[src/rtl/loop_seq_pkg.sv]
// Shared definitions for the loop sequencer: state encoding, default widths and
// datapath mux-select constants.
package loop_seq_pkg;

    typedef logic [2:0] state_t;

    localparam int DEF_DATA_W = 8;
    localparam int DEF_REP_W  = 4;

    localparam state_t S_IDLE      = 3'd0;
    localparam state_t S_INIT      = 3'd1;
    localparam state_t S_CHECK     = 3'd2;
    localparam state_t S_OUTPUT    = 3'd3;
    localparam state_t S_INCR      = 3'd4;
    localparam state_t S_NEXT_PASS = 3'd5;
    localparam state_t S_DONE      = 3'd6;

    localparam logic SEL_ZERO = 1'b0;
    localparam logic SEL_INC  = 1'b1;

endpackage

[src/rtl/loop_sequencer_pass_counter.sv]
// Pass down-counter: loaded with the pass count at start, decremented once per
// completed pass; is_last flags the final pass (count == 1).
module pass_counter #(
    parameter int REP_W = 4
) (
    input  logic             clk,
    input  logic             reset,
    input  logic             load,
    input  logic [REP_W-1:0] load_val,
    input  logic             dec,
    output logic             is_last
);

    logic [REP_W-1:0] count_q;
    logic [REP_W-1:0] count_d;

    // Count register with synchronous active-low clear.
    always_ff @(posedge clk) begin
        if (!reset) begin
            count_q <= {REP_W{1'b0}};
        end else begin
            count_q <= count_d;
        end
    end

    // Load takes priority over decrement.
    always_comb begin
        count_d = count_q;
        if (load) begin
            count_d = load_val;
        end else if (dec) begin
            count_d = count_q - REP_W'(1);
        end else begin
            count_d = count_q;
        end
    end

    assign is_last = (count_q == REP_W'(1));

endmodule

[src/rtl/loop_sequencer.sv]
// Restartable multi-pass Moore controller for the A/Sum loop datapath.
// Optional build macro LOOP_SEQ_STEP_EN: OUTPUT holds until step=1.
module loop_sequencer
    import loop_seq_pkg::*;
#(
    parameter int DATA_W = DEF_DATA_W,
    parameter int REP_W  = DEF_REP_W
) (
    input  logic              clk,
    input  logic              reset,
    input  logic              start,
    input  logic [DATA_W-1:0] limit,
    input  logic [REP_W-1:0]  passes,
    input  logic              a_lt_limit,
    input  logic              step,
    output logic [DATA_W-1:0] limit_q,
    output logic              a_src_sel,
    output logic              sum_src_sel,
    output logic              a_load,
    output logic              sum_load,
    output logic              out_port,
    output logic              busy,
    output logic              done
);

    state_t            state_q;
    state_t            state_d;
    logic [DATA_W-1:0] limit_d;
    logic              accept_s;
    logic              is_last_s;
    logic              sum_first_s;

    assign accept_s = (state_q == S_IDLE) && start;

    pass_counter #(.REP_W(REP_W)) u_pass_counter (
        .clk      (clk),
        .reset    (reset),
        .load     (accept_s),
        .load_val (passes),
        .dec      (state_q == S_NEXT_PASS),
        .is_last  (is_last_s)
    );

`ifdef LOOP_SEQ_STEP_EN
    logic out_held_q;

    // Remembers that OUTPUT was already active last cycle, so Sum is added once.
    always_ff @(posedge clk) begin
        if (!reset) begin
            out_held_q <= 1'b0;
        end else begin
            out_held_q <= (state_q == S_OUTPUT);
        end
    end

    assign sum_first_s = !out_held_q;
`else
    logic unused_step_s;
    assign unused_step_s = step;
    assign sum_first_s   = 1'b1;
`endif

    // State and latched-limit registers.
    always_ff @(posedge clk) begin
        if (!reset) begin
            state_q <= S_IDLE;
            limit_q <= {DATA_W{1'b0}};
        end else begin
            state_q <= state_d;
            limit_q <= limit_d;
        end
    end

    // Next-state decode.
    always_comb begin
        state_d = state_q;
        limit_d = accept_s ? limit : limit_q;
        case (state_q)
            S_IDLE: begin
                if (start) begin
                    state_d = (passes == {REP_W{1'b0}}) ? S_DONE : S_INIT;
                end else begin
                    state_d = S_IDLE;
                end
            end
            S_INIT:      state_d = S_CHECK;
            S_CHECK:     state_d = a_lt_limit ? S_OUTPUT : S_NEXT_PASS;
`ifdef LOOP_SEQ_STEP_EN
            S_OUTPUT:    state_d = step ? S_INCR : S_OUTPUT;
`else
            S_OUTPUT:    state_d = S_INCR;
`endif
            S_INCR:      state_d = S_CHECK;
            S_NEXT_PASS: state_d = is_last_s ? S_DONE : S_INIT;
            S_DONE:      state_d = S_IDLE;
            default:     state_d = S_IDLE;
        endcase
    end

    // Moore output decode from the registered state.
    always_comb begin
        a_src_sel   = SEL_ZERO;
        sum_src_sel = SEL_ZERO;
        a_load      = 1'b0;
        sum_load    = 1'b0;
        out_port    = 1'b0;
        done        = 1'b0;
        busy        = (state_q != S_IDLE);
        case (state_q)
            S_INIT: begin
                a_load   = 1'b1;
                sum_load = 1'b1;
            end
            S_OUTPUT: begin
                out_port    = 1'b1;
                sum_src_sel = SEL_INC;
                sum_load    = sum_first_s;
            end
            S_INCR: begin
                a_src_sel = SEL_INC;
                a_load    = 1'b1;
            end
            S_DONE:  done = 1'b1;
            default: done = 1'b0;
        endcase
    end

endmodule

[config.mk]
export PLATFORM = sky130hd
export DESIGN_NAME = loop_sequencer
export DESIGN_NICKNAME = d
export VERILOG_FILES = /design/src/rtl/loop_seq_pkg.sv /design/src/rtl/loop_sequencer_pass_counter.sv /design/src/rtl/loop_sequencer.sv
export SDC_FILE = /design/constraint.sdc
export NUM_CORES = 1
export LEC_CHECK = 0
export BUFFER_PORTS_ARGS = -buffer_cell sky130_fd_sc_hd__buf_4
export CAP_MARGIN = 20
export CORE_MARGIN = 2
export CORE_UTILIZATION = 46
export CTS_CLUSTER_SIZE = 30
export DETAILED_ROUTE_END_ITERATION = 8
export PLACE_DENSITY = 0.73
export SLEW_MARGIN = 20
export SYNTH_ARGS = -nofsm -noshare
export SYNTH_HDL_FRONTEND = slang
export SYNTH_SLANG_ARGS = --single-unit
export TNS_END_PERCENT = 30
[constraint.sdc]
create_clock -name clk -period 2 [get_ports clk]
set_input_delay 0.2 -clock clk [delete_from_list [all_inputs] [get_ports clk]]
set_output_delay 0.2 -clock clk [all_outputs]
set_load 0.005 [all_outputs]
==> impl_results.md, run 1 <==
* PwrDens at 747 nW/µm²
* Mean Syn Cell Area at 8.73 µm²
* CTS Hold Bufs at 0
* RePlAce Congestion at 0.757
* Total global routing overflow at 0
* Post-DP HPWL at 1190 µm
* H-tree depth at 1
* Post-synthesis cell type count at 32
* Relative slew slack at 65.8%
* Core area at 1690 µm²
* Antenna Cells at 0
* Starting Density at 48.1%
* Vias in the first global route at 605
* CTS tree: built
* Final hold violations at 0
* Fin util at 62.3%
* CTS Sinks at 15
* Synth Instances at 93
* Clk root buf: clkbuf_4
* Worst R2R End: state_q[0]
* Min-delay worst type: in2reg
* CTS Buffer Depth at 2
* Status: finished clean
* Peak supply drop at 0.000373 V
* PortBufs at 30
* Die Wd at 46.0 µm
* Flop2flop setup slack at 450 ps
* DP Area at 1020 µm²
* WL/cell at 12.1 µm
* CP arrival at 1430 ps
* First-pass GRT wire length at 2570 µm
* Area leader, netlist: dfxtp_1
* Critical Path End Type: output pin
* Final Max Slew Viols at 0
* Clock latency on the worst-skew pair at 280 ps
* Std cell rows at 15
* Via density per instance at 5.35
* Initial DRT Pass Iterations at 4
* Final Instance Area at 1050 µm²
* TritonCTS Buffers at 3
* Placed Cells at 135
* Detailed Route WL at 1680 µm
* Gr usage total at 17.0%
* RSZ-0062 raised after global routing: no
* Final nets at 142
* Fmax at 612 MHz
* Via count at 744
* # setup viols final at 0
* Worst Max-Slew Pin Slew at 509 ps
* Top cells by area, synth: dfxtp_1 (37%), a21boi_1 (12%), nand2_1 (8.3%)
* CP Capture Point: sum_src_sel
* Static Leak at 0.467 nW
* Synthesized Nets at 112
* Remaining DRCs at 0
* Layout cells sized above 1 at 33.6%
* Die Y at 46.0 µm
* Type of origin of the critical path: flop
* Post-Route Skew at 8.89 ps
* Antenna violations before repair at 0
* Antenna viol nets, final at 0
* Fin Setup TNS at 0 ps
* Initial drt markers at 8
* Final setup margin at 365 ps
* Reg-to-Reg Start: u_pass_counter.count_q[1]
* Num ports at 32
* Yosys reg bits at 15
* Cell Count, Final, Fillers Out at 139
* Post-CTS Setup Bufs at 0
* Post-synth top area share at 37.0%
* Crit-path max FO at 14
* Post-layout minimum cycle time at 1630 ps
* Synth-to-Final Area Change at 29.6%
* Largest net degree at the start of global routing at 16
* Place WS at 470 ps
* Crit path launch: state_q[0]
* Worst-path clk slew at 100 ps
* Final period utilization at 81.7%
* Ys Warns at 0
* Crit Path Category: reg2out
* Max-Cap Viols at 0
* Sequential area share after synthesis at 37.0%
* WP data required at 1800 ps
* R2R depth at 5
* DIE AREA at 2120 µm²
* Post-cts resize count at 0
* Synthesized cell area at 812 µm²
==> layout by cell type (no fill, tap or decap), types with 2 or more instances in the layout <==
cell type | Yosys | routed
nand2_1 | 18 | 18
or3_1 | 2 | 2
o21ai_0 | 2 | 2
nor2_1 | 4 | 4
nand3_1 | 3 | 3
ha_1 | 2 | 2
nor4bb_1 | 2 | 2
dfxtp_1 | 15 | 15
a21oi_1 | 2 | 2
clkbuf_4 | 0 | 3
buf_4 | 4 | 32
inv_1 | 4 | 4
a2bb2oi_1 | 2 | 2
a21boi_1 | 13 | 13
==> area by class of cell <==
cell class	count	area [µm²]
clock buffer	3	22.5
clock inverter	1	5.00
fill	159	637
inverter	4	15.0
multi-input combinational	67	448
sequential	15	300
tap	17	21.3
timing repair buffer	32	240
==> cells in the mapped netlist (all sizes together) <==
| cell type | instances |
|---|---|
| nor2 | 4 |
| a21boi | 13 |
| a211o | 1 |
| nor3 | 1 |
| o21ai | 2 |
| or3 | 2 |
| xnor2 | 1 |
| nand2 | 18 |
| ha | 2 |
| o311a | 1 |
| o211ai | 1 |
| nand3b | 1 |
| nand3 | 3 |
| clkbuf | 2 |
| a21oi | 2 |
| nand4b | 1 |
| or4b | 1 |
| inv | 4 |
| o2bb2a | 1 |
| or3b | 1 |
| a22oi | 1 |
| and3 | 1 |
| and2 | 1 |
| nor3b | 1 |
| nor4bb | 2 |
| a2bb2oi | 2 |
| a211oi | 1 |
| nor4b | 1 |
| buf | 5 |
| nor4 | 1 |
| dfxtp | 15 |
==> sequential cells by signal (all words and copies together) (netlist names) <==
register / count
limit_q: 8
u_pass_counter.count_q: 4
state_q: 3
==> worst max-delay path: stages, from the launching register on <==
cell and delay [ps]:
dfxtp_1 620, inv_1 110, nor2_1 150, and2_1 170, buf_4 110
==> worst min path at each step <==
stage               start         end  cells past startpoint  slack, ps
3_5_place_dp   limit_q[2]  limit_q[2]                      2        450
3_3_place_gp   limit_q[4]  limit_q[4]                      2        440
6_report         limit[3]  limit_q[3]                      3        150
4_1_cts          limit[3]  limit_q[3]                      3        150
2_1_floorplan    limit[0]  limit_q[0]                      2        330
5_1_grt          limit[1]  limit_q[1]                      3        150
==> report_power, final <==
part           internal [mW]  switching, mW  total, mW
registers              0.332         0.0466      0.379
clock network         0.0741          0.101      0.175
logic                  0.136         0.0960      0.232
total                  0.542          0.243      0.786
==> routing by layer <==
metal  track usage (%)  vias to the layer above  wire length, µm
li1                  -                      386                -
met1              21.1                      342              787
met2              27.2                       14              802
met3              3.57                        2               75
met4              8.57                        0               14
met5                 0                        -                0
==> kinds of logic after synthesis <==
| logic type | after synthesis | share of synthesized area, % |
|---|---|---|
| xor gates and xnor gates | 1 | 1.08 |
| adders and majority gates | 2 | 3.08 |
| and+or+nand+nor | 39 | 27.4 |
| DFF | 15 | 37.0 |
| AOI/OAI and AO/OA | 25 | 23.6 |
| buffers and inverters | 11 | 7.86 |
==> stage by stage <==
stage               power [mW]  hold slack, ps
CTS                      0.793             146
global route             0.835             146
finish                   0.786             148
detailed placement       0.619             445
global placement         0.613             441
floorplan                0.526             335
(Power assumes the default switching activity.)
==> run 2: changes to the inputs <==
--- a/config.mk
+++ b/config.mk
@@ -5,13 +5,14 @@
 export SDC_FILE = /design/constraint.sdc
 export NUM_CORES = 1
 export LEC_CHECK = 0
+export ABC_AREA = 1
 export BUFFER_PORTS_ARGS = -buffer_cell sky130_fd_sc_hd__buf_4
 export CAP_MARGIN = 20
 export CORE_MARGIN = 2
 export CORE_UTILIZATION = 46
 export CTS_CLUSTER_SIZE = 30
 export DETAILED_ROUTE_END_ITERATION = 8
-export PLACE_DENSITY = 0.73
+export PLACE_DENSITY = 0.74
 export SLEW_MARGIN = 20
 export SYNTH_ARGS = -nofsm -noshare
 export SYNTH_HDL_FRONTEND = slang
==> constraint.sdc (replaced) <==
create_clock -name clk -period 1.51 [get_ports clk]
set_input_delay 0.151 -clock clk [delete_from_list [all_inputs] [get_ports clk]]
set_output_delay 0.151 -clock clk [all_outputs]
set_load 0.005 [all_outputs]
==> run 2 against run 1 <==
Net effect: clock power increased by 31%; clock skew decreased by 7.4 ps; highest routed layer unchanged; non-clock buffer count decreased by 1; largest cell class unchanged; critical endpoint unchanged.
==> impl_results.md, run 2 <==
* Yosys reg bits at 15 (unchanged)
* Ys Warns at 0 (unchanged)
* Fmax at 745 MHz
* Antenna viol nets, final at 0 (unchanged)
* CTS Sinks at 15 (unchanged)
* Post-synth top area share at 38.4% (+1.4 points)
* Place WS at 299 ps (-171 ps)
* Gr usage total at 18.0% (+1.0 points)
* H-tree depth at 1 (unchanged)
* TritonCTS Buffers at 3 (unchanged)
* Static Leak at 0.538 nW (+15%)
* Synth-to-Final Area Change at 33.0%
* Die Y at 45.2 µm (-1.7%)
* Worst Max-Slew Pin Slew at 450 ps (-59.1 ps)
* Count leader, synth: nand2_1
* CTS tree: built
* Num ports at 32 (unchanged)
* Clk root buf: clkbuf_4
* Max-Cap Viols at 0 (unchanged)
* PortBufs at 30 (unchanged)
* Clock latency on the worst-skew pair at 280 ps (about the same)
* RSZ-0062 raised after global routing: no
* Top cells by area, synth: dfxtp_1 (38%), nand2_1 (16%), nor2_1 (12%)
* Detailed Route WL at 1670 µm (-0.48%)
* Remaining DRCs at 0 (unchanged)
* Crit-path max FO at 6 (-8)
* Final setup margin at 168 ps (-197 ps)
* Synthesized Nets at 139 (+24%)
* Most frequent cells in the layout: nand2_1 (34), buf_4 (31), nor2_1 (24), dfxtp_1 (14), inv_1 (13)
* RePlAce Congestion at 0.730 (-3.6%)
* Via count at 798 (+7.3%)
* Most flops, register: limit_q
* Type of origin of the critical path: flop
* Synthesized cell area at 782 µm² (-3.7%)
* Worst-path clk slew at 90 ps (about the same)
* First-pass GRT wire length at 2640 µm (+3.0%)
* Cell Count, Final, Fillers Out at 168 (+21%)
* CTS Hold Bufs at 0 (unchanged)
* Final Max Slew Viols at 0 (unchanged)
* Initial DRT Pass Iterations at 4 (unchanged)
* Die Wd at 45.2 µm (-1.7%)
* Area leader, netlist: dfxtp_1
* Antenna Cells at 0 (unchanged)
* Post-synth EDFFs at 0 (unchanged)
* Critical Path End Type: output pin
* Synth async-reset ratio at 0% (unchanged)
* Final hold violations at 0 (unchanged)
* Post-synthesis cell type count at 17 (-47%)
* # setup viols final at 0 (unchanged)
* Mean Syn Cell Area at 6.52 µm² (-25%)
* WP data required at 1360 ps (-440 ps)
* Most common cell after layout, fill and taps aside: nand2_1
* Final period utilization at 88.9%
* Post-Route Skew at 1.54 ps (-7.35 ps)
* Largest net degree at the start of global routing at 15 (-1)
* Std cell rows at 14 (-1)
* Relative slew slack at 70.0% (+4.2 points)
* Post-CTS Setup Bufs at 0 (unchanged)
* Crit Path Category: reg2out
* Peak supply drop at 0.000640 V (+72%)
* Post-DP HPWL at 1270 µm (+7.1%)
* Fin Setup TNS at 0 ps (unchanged)
* Regs by FF count: limit_q (8), u_pass_counter.count_q (4), state_q (3)
* Status: finished clean
* Post-cts resize count at 0 (unchanged)
* Min-delay worst type: in2reg
* Initial drt markers at 9 (+1)
* CTS Buffer Depth at 2 (unchanged)
* Final nets at 172 (+21%)
* Starting Density at 50.7% (+2.7 points)
* Via density per instance at 4.75 (-11%)
* DIE AREA at 2050 µm² (-3.4%)
* Antenna violations before repair at 0 (unchanged)
* Placed Cells at 164 (+21%)
* Synth Instances at 120 (+29%)
* WL/cell at 9.96 µm (-18%)
* PwrDens at 972 nW/µm² (+30%)
* CP arrival at 1190 ps (-240 ps)
* Max reg flops at 8 (unchanged)
* Post-synth top cells: nand2_1 (34), nor2_1 (24), dfxtp_1 (15)
* Primary FF master, synth: dfxtp_1
* Core area at 1540 µm² (-8.7%)
* Sequential area share after synthesis at 38.4% (+1.4 points)
* Total global routing overflow at 0 (unchanged)
* Post-layout minimum cycle time at 1340 ps
* Layout cells sized above 1 at 27.0% (-6.6 points)
* Vias in the first global route at 650 (+7.4%)
-- run 2: cell types whose count changed after synthesis, sizes merged, moves of 3 or more --
cell,previous run,this run
nand3,3,7
inv,4,16
nand2,18,34
a21oi,2,9
nand4,0,3
a21boi,13,0
buf,5,2
nor2,4,25
-- run 2: worst paths after layout --
path	end	slack, ps	from	cells past startpoint
max	sum_src_sel	170	state_q[1]	3
max reg2reg	state_q[2]	290	state_q[2]	7
min	state_q[1]	60	reset	3
min reg2reg	limit_q[7]	470	limit_q[7]	2
-- run 2: power by group --
group	switching (mW)	internal [mW]	leakage (nW)
sequential	0.0341	0.438	0.123
clock	0.128	0.102	0.0150
combinational	0.162	0.147	0.400
total	0.324	0.687	0.538
-- run 2: per-layer routing --
metal / vias to the layer above / track usage, % / wire (µm)
li1: 439 / - / -
met1: 326 / 23.4 / 799
met2: 29 / 28.0 / 724
met3: 4 / 4.00 / 125
met4: 0 / 8.82 / 23
met5: - / 0 / 0
-- run 2: worst max-delay path, stage by stage (launching register included) --
cell and delay (ps):
dfxtp_1 390, inv_1 120, nor3_1 250, buf_4 160
-- run 2: cells by family (layout without fill, tap and decap cells) --
logic type / Yosys count / count (layout) / share of synthesized area [%]
compound gates: 13 / 13 / 8.80
fa+ha+maj: 2 / 2 / 3.20
buf+inv: 19 / 51 / 10.6
simple gates: 71 / 71 / 39.0
flops: 15 / 15 / 38.4
-- run 2: area by class of cell --
type,count,area (µm²)
clock buffer,4,26.3
inverter,16,60.1
sequential,15,302
timing repair buffer,31,233
tap,16,20.0
fill,152,502
multi-input combinational,86,399
-- run 2: metrics by stage --
stage	instance area (µm²)	total power [mW]	hold slack, ps	util [%]
finish	1040	1.01	55.1	67.5
global route	1040	1.08	63.1	67.5
CTS	1040	1.02	49.1	67.4
detailed placement	1010	0.791	347	65.7
global placement	1010	0.784	344	65.7
floorplan	782	0.665	249	-
==> run 3: changes to the inputs <==
==> constraint.sdc (replaced) <==
create_clock -name clk -period 1.51 [get_ports clk]
set_input_delay 0.302 -clock clk [delete_from_list [all_inputs] [get_ports clk]]
set_output_delay 0.302 -clock clk [all_outputs]
set_load 0.005 [all_outputs]
==> run 3 against run 2 <==
Net effect: die area unchanged; largest cell class unchanged; sequential cell count did not move; combinational power increased by 2%; worst hold slack improved by 160 ps; register-to-register slack gained 20 ps; worst setup slack worse by 57 ps; non-clock buffer count unchanged; critical endpoint is now a_load; clock skew is 4.0 ps higher.
==> impl_results.md, run 3 (synthesized netlist as in run 2, its figures left out) <==
* DP Area at 1010 µm² (unchanged)
* Antenna violations before repair at 0 (unchanged)
* First-pass GRT wire length at 3040 µm (+15%)
* Regs by FF count: limit_q (8), u_pass_counter.count_q (4), state_q (3)
* Starting Density at 50.7% (unchanged)
* # fillers at 159 (+4.6%)
* Antenna Cells at 0 (unchanged)
* Post-layout minimum cycle time at 1400 ps (+57.2 ps)
* Largest net degree at the start of global routing at 15 (unchanged)
* Worst Max-Slew Pin Slew at 445 ps (-4.51 ps)
* Final hold violations at 0 (unchanged)
* Most common cell after layout, fill and taps aside: nand2_1
* Min-delay worst type: in2reg
* Remaining DRCs at 0 (unchanged)
* Max reg flops at 8 (unchanged)
* WL/cell at 10.5 µm (+5.9%)
* DIE AREA at 2050 µm² (unchanged)
* Worst-path clk slew at 80 ps (about the same)
* Final nets at 172 (unchanged)
* Final Instance Area at 1050 µm² (+0.60%)
* PwrDens at 967 nW/µm² (-0.49%)
* Most frequent cells in the layout: nand2_1 (34), buf_4 (31), nor2_1 (24), dfxtp_1 (13), inv_1 (12)
* Via density per instance at 4.88 (+2.6%)
* PortBufs at 30 (unchanged)
* CTS tree: built
* Max-Cap Viols at 0 (unchanged)
* Layout cells sized above 1 at 28.9% (+2.0 points)
* Status: finished clean
* Post-DP HPWL at 1390 µm (+9.4%)
* CTS Buffer Depth at 2 (unchanged)
* Critical Path End Type: output pin
* CTS Sinks at 15 (unchanged)
* Post-Route Skew at 5.54 ps (+4.00 ps)
* Final Max Slew Viols at 0 (unchanged)
* CP arrival at 1100 ps (-90 ps)
* Crit Path Category: reg2out
* Std cell rows at 14 (unchanged)
* RSZ-0062 raised after global routing: no
* Type of origin of the critical path: flop
* Die Y at 45.2 µm (unchanged)
* Peak supply drop at 0.000609 V (-4.8%)
* Total global routing overflow at 0 (unchanged)
* Synth-to-Final Area Change at 33.8%
* Gr usage total at 20.2% (+2.3 points)
* Die Wd at 45.2 µm (unchanged)
* Initial drt markers at 14 (+5)
* Static Leak at 0.539 nW (+0.24%)
* Clk root buf: clkbuf_4
* Clock latency on the worst-skew pair at 280 ps (about the same)
* Fmax at 715 MHz (-4.1%)
* # setup viols final at 0 (unchanged)
* Fin Setup TNS at 0 ps (unchanged)
* Vias in the first global route at 771 (+19%)
* Via count at 819 (+2.6%)
* WP data required at 1210 ps (-150 ps)
* Crit-path max FO at 5 (-1)
* H-tree depth at 1 (unchanged)
* Core area at 1540 µm² (unchanged)
* Antenna viol nets, final at 0 (unchanged)
* RePlAce Congestion at 0.733 (+0.42%)
* Num ports at 32 (unchanged)
* Final period utilization at 92.6% (+3.8 points)
* Post-CTS Setup Bufs at 0 (unchanged)
* Most flops, register: limit_q
* Initial DRT Pass Iterations at 4 (unchanged)
* TritonCTS Buffers at 3 (unchanged)
* Detailed Route WL at 1770 µm (+5.9%)
* Relative slew slack at 70.3% (+0.30 points)
run 3: cell counts in the layout (fill, tap and decap cells not counted):
Identical to the previous run, type by type.
run 3: what timing repair did:
action,4_1_cts,5_1_grt
endpoints found under the setup margin,2,4
hold buffers,0,0
gates resized for setup,2,2
run 3: area by class of cell:
| type | instances | area [µm²] | area share, % |
|---|---|---|---|
| multi-input cells | 86 | 404 | 38.6 |
| flip-flops and latches | 15 | 303 | 28.9 |
| inverters | 16 | 60.1 | 5.74 |
| well taps | 16 | 20.0 | 1.91 |
| repair buffers | 31 | 233 | 22.2 |
| clock buffers | 4 | 26.3 | 2.51 |
run 3: through the flow:
stage          utilization (%)  total power, mW  instances  hold slack (ps)  setup slack [ps]
3_3_place_gp              65.7            0.785        164              451               272
3_5_place_dp              65.7            0.794        164              457               224
5_1_grt                   67.9             1.09        168              228              9.92
6_report                  67.9             1.01        168              217               111
4_1_cts                   67.8             1.02        168              211              33.1
2_1_floorplan                -            0.665        120              400               284
run 3: path summary, 6_finish.rpt:
check,startpoint,end,slack [ps],cells after the start
setup reg to reg,state_q[1],state_q[2],310,7
hold / removal,reset,state_q[1],220,3
hold reg to reg,limit_q[7],limit_q[7],460,2
setup / recovery,state_q[1],a_load,110,4
run 3: layer usage:
layer,routed length [µm],track usage [%]
met1,755,24.0
met2,877,34.9
met3,129,4.00
met4,10,9.41
met5,0,0
run 3: power breakdown:
group / leakage [nW] / switching (mW) / internal (mW) / total (mW)
clock network: 0.0150 / 0.124 / 0.102 / 0.226
logic: 0.400 / 0.165 / 0.148 / 0.313
registers: 0.124 / 0.0347 / 0.438 / 0.473
run 3: critical path, stage by stage (launching register included):
cell	delay (ps)
dfxtp_1	350
nor2_4	180
nand2_1	90
nand2_1	90
buf_4	110
